### src/rtl/uart_frame_ctrl.sv
// uart_frame_ctrl: turns a stream of UART bytes into checked payload frames.
// Frame layout: SYNC_BYTE, LEN, LEN payload bytes, and (optionally) a checksum byte
// equal to (LEN + sum of payload) mod 256. Accepted payload is replayed on a
// valid/ready stream (PL_*) once the whole frame has been accepted.
// Optional feature macro: UART_FRAME_CSUM_EN (checksum byte and CSUM state present).
// Without it, a frame is accepted as soon as its last payload byte arrives.
// Error codes: 0 checksum mismatch, 1 length too large, 2 inter-byte timeout,
// 3 byte received while the payload is still being drained (byte dropped).
module uart_frame_ctrl #(
  parameter logic [7:0]  SYNC_BYTE = 8'hA5,
  parameter int unsigned MAX_LEN   = 16,
  parameter int unsigned TIMEOUT   = 25000
) (
  input  logic       CLK,
  input  logic       RESET_N,
  input  logic [7:0] RX_DATA,
  input  logic       RX_NEW,
  output logic [7:0] PL_DATA,
  output logic       PL_VALID,
  input  logic       PL_READY,
  output logic       PL_LAST,
  output logic       FRAME_OK,
  output logic       FRAME_ERR,
  output logic [1:0] ERR_CODE,
  output logic       BUSY
);

  localparam int IDX_W  = $clog2(MAX_LEN + 1);
  localparam int ADDR_W = (MAX_LEN > 1) ? $clog2(MAX_LEN) : 1;
  localparam int TMR_W  = (TIMEOUT > 1) ? $clog2(TIMEOUT + 1) : 1;

  localparam logic [7:0]       MAX_LEN_B = 8'(MAX_LEN);
  localparam logic [TMR_W-1:0] TMR_LAST  = TMR_W'(TIMEOUT - 1);

  typedef enum logic [2:0] {
    ST_IDLE    = 3'd0,
    ST_LEN     = 3'd1,
    ST_PAYLOAD = 3'd2,
`ifdef UART_FRAME_CSUM_EN
    ST_CSUM    = 3'd3,
`endif
    ST_DRAIN   = 3'd4
  } state_t;

  state_t state_q, state_d;

  logic             rx_new_q;
  logic [7:0]       len_q, len_d;
  logic [IDX_W-1:0] idx_q, idx_d;
  logic [IDX_W-1:0] rd_q, rd_d;
  logic [7:0]       sum_q, sum_d;
  logic [TMR_W-1:0] tmr_q, tmr_d;
  logic             frame_ok_q, frame_ok_d;
  logic             frame_err_q, frame_err_d;
  logic [1:0]       err_code_q, err_code_d;
  logic             buf_we;

  logic [7:0] buffer [MAX_LEN];

  logic              accept;
  logic              timed;
  logic              timeout_hit;
  logic [7:0]        idx_ext;
  logic [7:0]        rd_ext;
  logic              rd_is_last;
  logic [ADDR_W-1:0] wr_addr;
  logic [ADDR_W-1:0] rd_addr;

  // A byte is taken only on the rising edge of the receiver's level strobe.
  assign accept = RX_NEW & ~rx_new_q;

`ifdef UART_FRAME_CSUM_EN
  assign timed = (state_q == ST_LEN) || (state_q == ST_PAYLOAD) || (state_q == ST_CSUM);
`else
  assign timed = (state_q == ST_LEN) || (state_q == ST_PAYLOAD);
`endif

  assign timeout_hit = timed && (tmr_q == TMR_LAST);
  assign idx_ext     = 8'(idx_q);
  assign rd_ext      = 8'(rd_q);
  assign rd_is_last  = (rd_ext == (len_q - 8'd1));
  assign wr_addr     = ADDR_W'(idx_q);
  assign rd_addr     = ADDR_W'(rd_q);

  // Next-state and next-value logic for the frame parser and the drain side.
  always_comb begin
    state_d     = state_q;
    len_d       = len_q;
    idx_d       = idx_q;
    rd_d        = rd_q;
    sum_d       = sum_q;
    frame_ok_d  = 1'b0;
    frame_err_d = 1'b0;
    err_code_d  = err_code_q;
    buf_we      = 1'b0;

    case (state_q)
      ST_IDLE: begin
        if (accept && (RX_DATA == SYNC_BYTE)) begin
          state_d = ST_LEN;
        end
      end

      ST_LEN: begin
        if (accept) begin
          len_d = RX_DATA;
          sum_d = RX_DATA;
          idx_d = '0;
          if (RX_DATA == 8'd0) begin
`ifdef UART_FRAME_CSUM_EN
            state_d = ST_CSUM;
`else
            frame_ok_d = 1'b1;
            state_d    = ST_IDLE;
`endif
          end else if (RX_DATA > MAX_LEN_B) begin
            frame_err_d = 1'b1;
            err_code_d  = 2'd1;
            state_d     = ST_IDLE;
          end else begin
            state_d = ST_PAYLOAD;
          end
        end else if (timeout_hit) begin
          frame_err_d = 1'b1;
          err_code_d  = 2'd2;
          state_d     = ST_IDLE;
        end
      end

      ST_PAYLOAD: begin
        if (accept) begin
          buf_we = 1'b1;
          idx_d  = idx_q + IDX_W'(1);
          sum_d  = sum_q + RX_DATA;
          if (idx_ext == (len_q - 8'd1)) begin
`ifdef UART_FRAME_CSUM_EN
            state_d = ST_CSUM;
`else
            frame_ok_d = 1'b1;
            rd_d       = '0;
            state_d    = ST_DRAIN;
`endif
          end
        end else if (timeout_hit) begin
          frame_err_d = 1'b1;
          err_code_d  = 2'd2;
          state_d     = ST_IDLE;
        end
      end

`ifdef UART_FRAME_CSUM_EN
      ST_CSUM: begin
        if (accept) begin
          if (RX_DATA == sum_q) begin
            frame_ok_d = 1'b1;
            if (len_q != 8'd0) begin
              rd_d    = '0;
              state_d = ST_DRAIN;
            end else begin
              state_d = ST_IDLE;
            end
          end else begin
            frame_err_d = 1'b1;
            err_code_d  = 2'd0;
            state_d     = ST_IDLE;
          end
        end else if (timeout_hit) begin
          frame_err_d = 1'b1;
          err_code_d  = 2'd2;
          state_d     = ST_IDLE;
        end
      end
`endif

      ST_DRAIN: begin
        if (accept) begin
          frame_err_d = 1'b1;
          err_code_d  = 2'd3;
        end
        if (PL_READY) begin
          if (rd_is_last) begin
            state_d = ST_IDLE;
          end else begin
            rd_d = rd_q + IDX_W'(1);
          end
        end
      end

      default: begin
        state_d = ST_IDLE;
      end
    endcase

    if (accept || (state_d != state_q) || !timed) begin
      tmr_d = '0;
    end else begin
      tmr_d = tmr_q + TMR_W'(1);
    end
  end

  // State, counters, pulse and error-code registers, all cleared by reset.
  always_ff @(posedge CLK or negedge RESET_N) begin
    if (!RESET_N) begin
      state_q     <= ST_IDLE;
      rx_new_q    <= 1'b0;
      len_q       <= '0;
      idx_q       <= '0;
      rd_q        <= '0;
      sum_q       <= '0;
      tmr_q       <= '0;
      frame_ok_q  <= 1'b0;
      frame_err_q <= 1'b0;
      err_code_q  <= 2'd0;
    end else begin
      state_q     <= state_d;
      rx_new_q    <= RX_NEW;
      len_q       <= len_d;
      idx_q       <= idx_d;
      rd_q        <= rd_d;
      sum_q       <= sum_d;
      tmr_q       <= tmr_d;
      frame_ok_q  <= frame_ok_d;
      frame_err_q <= frame_err_d;
      err_code_q  <= err_code_d;
    end
  end

  // Payload storage; contents are meaningless outside DRAIN so no reset is needed.
  always_ff @(posedge CLK) begin
    if (buf_we) begin
      buffer[wr_addr] <= RX_DATA;
    end
  end

  assign PL_VALID  = (state_q == ST_DRAIN);
  assign PL_DATA   = PL_VALID ? buffer[rd_addr] : 8'h00;
  assign PL_LAST   = PL_VALID & rd_is_last;
  assign FRAME_OK  = frame_ok_q;
  assign FRAME_ERR = frame_err_q;
  assign ERR_CODE  = err_code_q;
  assign BUSY      = (state_q != ST_IDLE);

endmodule

### config.mk
export PLATFORM = sky130hd
export DESIGN_NAME = uart_frame_ctrl
export DESIGN_NICKNAME = d
export VERILOG_FILES = /design/src/rtl/uart_frame_ctrl.sv
export SDC_FILE = /design/constraint.sdc
export NUM_CORES = 1
export LEC_CHECK = 0
export ABC_CLOCK_PERIOD_IN_PS = 4200
export BUFFER_PORTS_ARGS = -buffer_cell sky130_fd_sc_hd__buf_2
export CORE_AREA = 2 2 131 133
export CTS_CLUSTER_SIZE = 12
export DETAILED_ROUTE_END_ITERATION = 6
export DIE_AREA = 0 0 133 135
export SYNTH_ARGS = -nofsm -noshare
export SYNTH_HDL_FRONTEND = slang
export SYNTH_SLANG_ARGS = --single-unit
### constraint.sdc
create_clock -name CLK -period 4.2 [get_ports CLK]
set_input_delay 0.84 -clock CLK [delete_from_list [all_inputs] [get_ports CLK]]
set_output_delay 0.84 -clock CLK [all_outputs]
set_load 0.1 [all_outputs]
==> out/qor.yml <==
cts_setup_buffers: 0
clock.fmax_mhz: 270
multi_input_area_um2: 2340
syn_area_um2: 7330
synthTopCellsByCount: "128 x edfxtp_1, 41 x dfrtp_1, 40 x mux4_2"
avgRoutedWirePerCell_um: 21.4
synth.distinct_cells: 56
first_iter_violations: 316
setup_tns_ns: 0
grt_max_degree: 42
slew_headroom_pct: 27.2
die_h_um: 135
dp_hpwl_mm: 10.0
cts_resized: 0
drv_slew: 0
ir_drop_mv: 0.296
yosysMostFrequentCell: "edfxtp_1"
critPathRequiredTime_ns: 3.36
p_leak_nw: 3.02
num_vias: 4052
hold_viol_final: 0
grt_pass1_wl_mm: 24.1
synthCells: 456
ant_nets: 0
power_w: 0.00342
cts_buffer_depth: 2
via_per_inst: 5.57
wl_mm: 15.6
hold_buffers: 0
register_area_um2: 4870
power.density_nw_per_um2: 409
ys_warn_count: 0
clockRootBuffer: "clkbuf_16"
finalNetCount: 514
coreArea_um2: 16400
crit_fanout: 25
outcome: "complete, no violations"
ys_top_cells_by_area: "edfxtp_1 52%, dfrtp_1 14%, mux4_2 12%"
syn2layout_area_growth_pct: 13.9
cap_violations: 0
synth_flop_cell: "edfxtp_1"
rsz0062_at_grt: "no"
clk_pin_slew_ns: 0.07
rows: 47
end_kind: "output port"
timing.final.crit_share_pct: 88.1
die_w_um: 133
dr.pass1.iters: 5
antenna_found_initial: 2
portBuffers: 26
layout-drive-gt1-share_pct: 24.6
initial_core_util_pct: 44.7
synth-edff-count: 128
grt_remaining_overflow: 0
gp_congestion: 0.753
drc_errors: 0
syn_area_per_cell_um2: 16.1
startpoint_type: "flop"
period_minus_slack_ns: 3.70
clk_latency_ns: 0.43
async_reset_ff_share_pct: 24.3
hold_path_depth: 1
dieArea_um2: 18000
max_slew.worst_pin.slew_ns: 1.09
cts_tree: "done"
grt.total_usage_pct: 18.5
clock_skew_ns: 0.00984
diodes: 0
grt_pass1_vias: 4114
netlist.area_leader.share_pct: 52.4
cp.arrival_ns: 2.86
fillCellCount: 1356
htree_levels: 4
synth_top_cell_by_area: "edfxtp_1"
syn_nets: 475
critPathKind: "reg -> out"
io_pins: 27
hold_class: "reg -> reg"
numCtsBuffers: 17
cts_sinks: 169
synth_seq_cells: 169
design_area_um2: 8350
yosysSeqAreaShare_pct: 66.4
reg2reg_depth: 8
placed_area_um2: 7780
final_util_pct: 50.9
setup_violations: 0
## logic make-up after synthesis
logic type	after synthesis	share of synthesized area, %
adder cells (fa/ha/maj)	7	1.19
AND/OR/NAND/NOR	139	9.76
buffers and inverters	30	1.72
flip-flops	169	66.4
XOR/XNOR	23	2.94
multiplexers	48	13.5
AO/OA/AOI/OAI	40	4.47
## cells in the final DEF, fill, tap and decap left out, drive strengths merged, types with 4 or more instances in the layout
cell type	synthesis	layout
nand2	24	24
nor4	9	9
buf	8	41
and3	4	4
o21ai	11	11
inv	9	18
clkbuf	13	17
ha	7	7
mux2	7	7
nand3	19	19
edfxtp	128	128
nor3	12	12
dfrtp	41	41
xor2	15	15
nand2b	6	6
a21oi	8	8
nor2	37	37
xnor2	7	7
clkinv	0	6
and2	10	10
mux4	40	40
## path summary, 6_finish.rpt
kind                                         to  slack, ns            startpoint
setup / recovery                     PL_DATA[2]       0.50   rd_q[0]$_DFFE_PN0P_
hold / removal               tmr_q[0]$_DFF_PN0_       0.49    tmr_q[0]$_DFF_PN0_
setup reg to reg            rd_q[1]$_DFFE_PN0P_       1.47  len_q[0]$_DFFE_PN0P_
hold reg to reg              tmr_q[0]$_DFF_PN0_       0.49    tmr_q[0]$_DFF_PN0_
max in group asynchronous   rd_q[0]$_DFFE_PN0P_       3.00               RESET_N
min in group asynchronous  len_q[1]$_DFFE_PN0P_       0.55               RESET_N
## metal layers
metal	up-vias	global-route usage [%]	share of wire, %
li1	1853	-	-
met1	2059	24.8	43
met2	120	30.6	50
met3	18	3.45	5.0
met4	2	6.69	1.7
met5	-	0	0.083
## power by group
group,leakage [nW],switching (W),internal [W]
Clock,0.285,0.000714,0.000793
Combinational,1.02,0.0000690,0.0000323
Sequential,1.71,0.00000749,0.00180
## registers in the layout, summed over array words and instances, names as in the netlist
| name | count |
|---|---|
| state_q | 3 |
| rd_q | 5 |
| len_q | 8 |
| FRAME_ERR | 1 |
| FRAME_OK | 1 |
| tmr_q | 15 |
| rx_new_q | 1 |
| ERR_CODE | 2 |
| idx_q | 5 |
| buffer | 128 |
## worst max-delay path: stages (launching register included)
cell and delay, ns:
dfrtp_2 0.61, buf_12 0.28, mux4_2 0.53, mux4_2 0.52, and2_1 0.18, buf_2 0.29
## per-stage QoR
| step | setup WS, ns | std cells | hold slack (ns) |
|---|---|---|---|
| finish | 0.499 | 728 | 0.486 |
| global route | 0.372 | 728 | 0.500 |
| CTS | 0.461 | 728 | 0.487 |
| detailed placement | 0.930 | 696 | 0.478 |
| global placement | 0.927 | 696 | 0.478 |
| floorplan | 0.311 | 456 | 0.455 |
## final cells by class
class / instances / share of cell area (%)
clock buffer: 17 / 5.09
clock inverter: 15 / 1.81
inverter: 9 / 0.404
multi-input combinational: 257 / 28.0
sequential: 169 / 58.3
tap: 220 / 3.29
timing repair buffer: 41 / 3.06
Note: power is estimated with default switching activity, not from simulation.
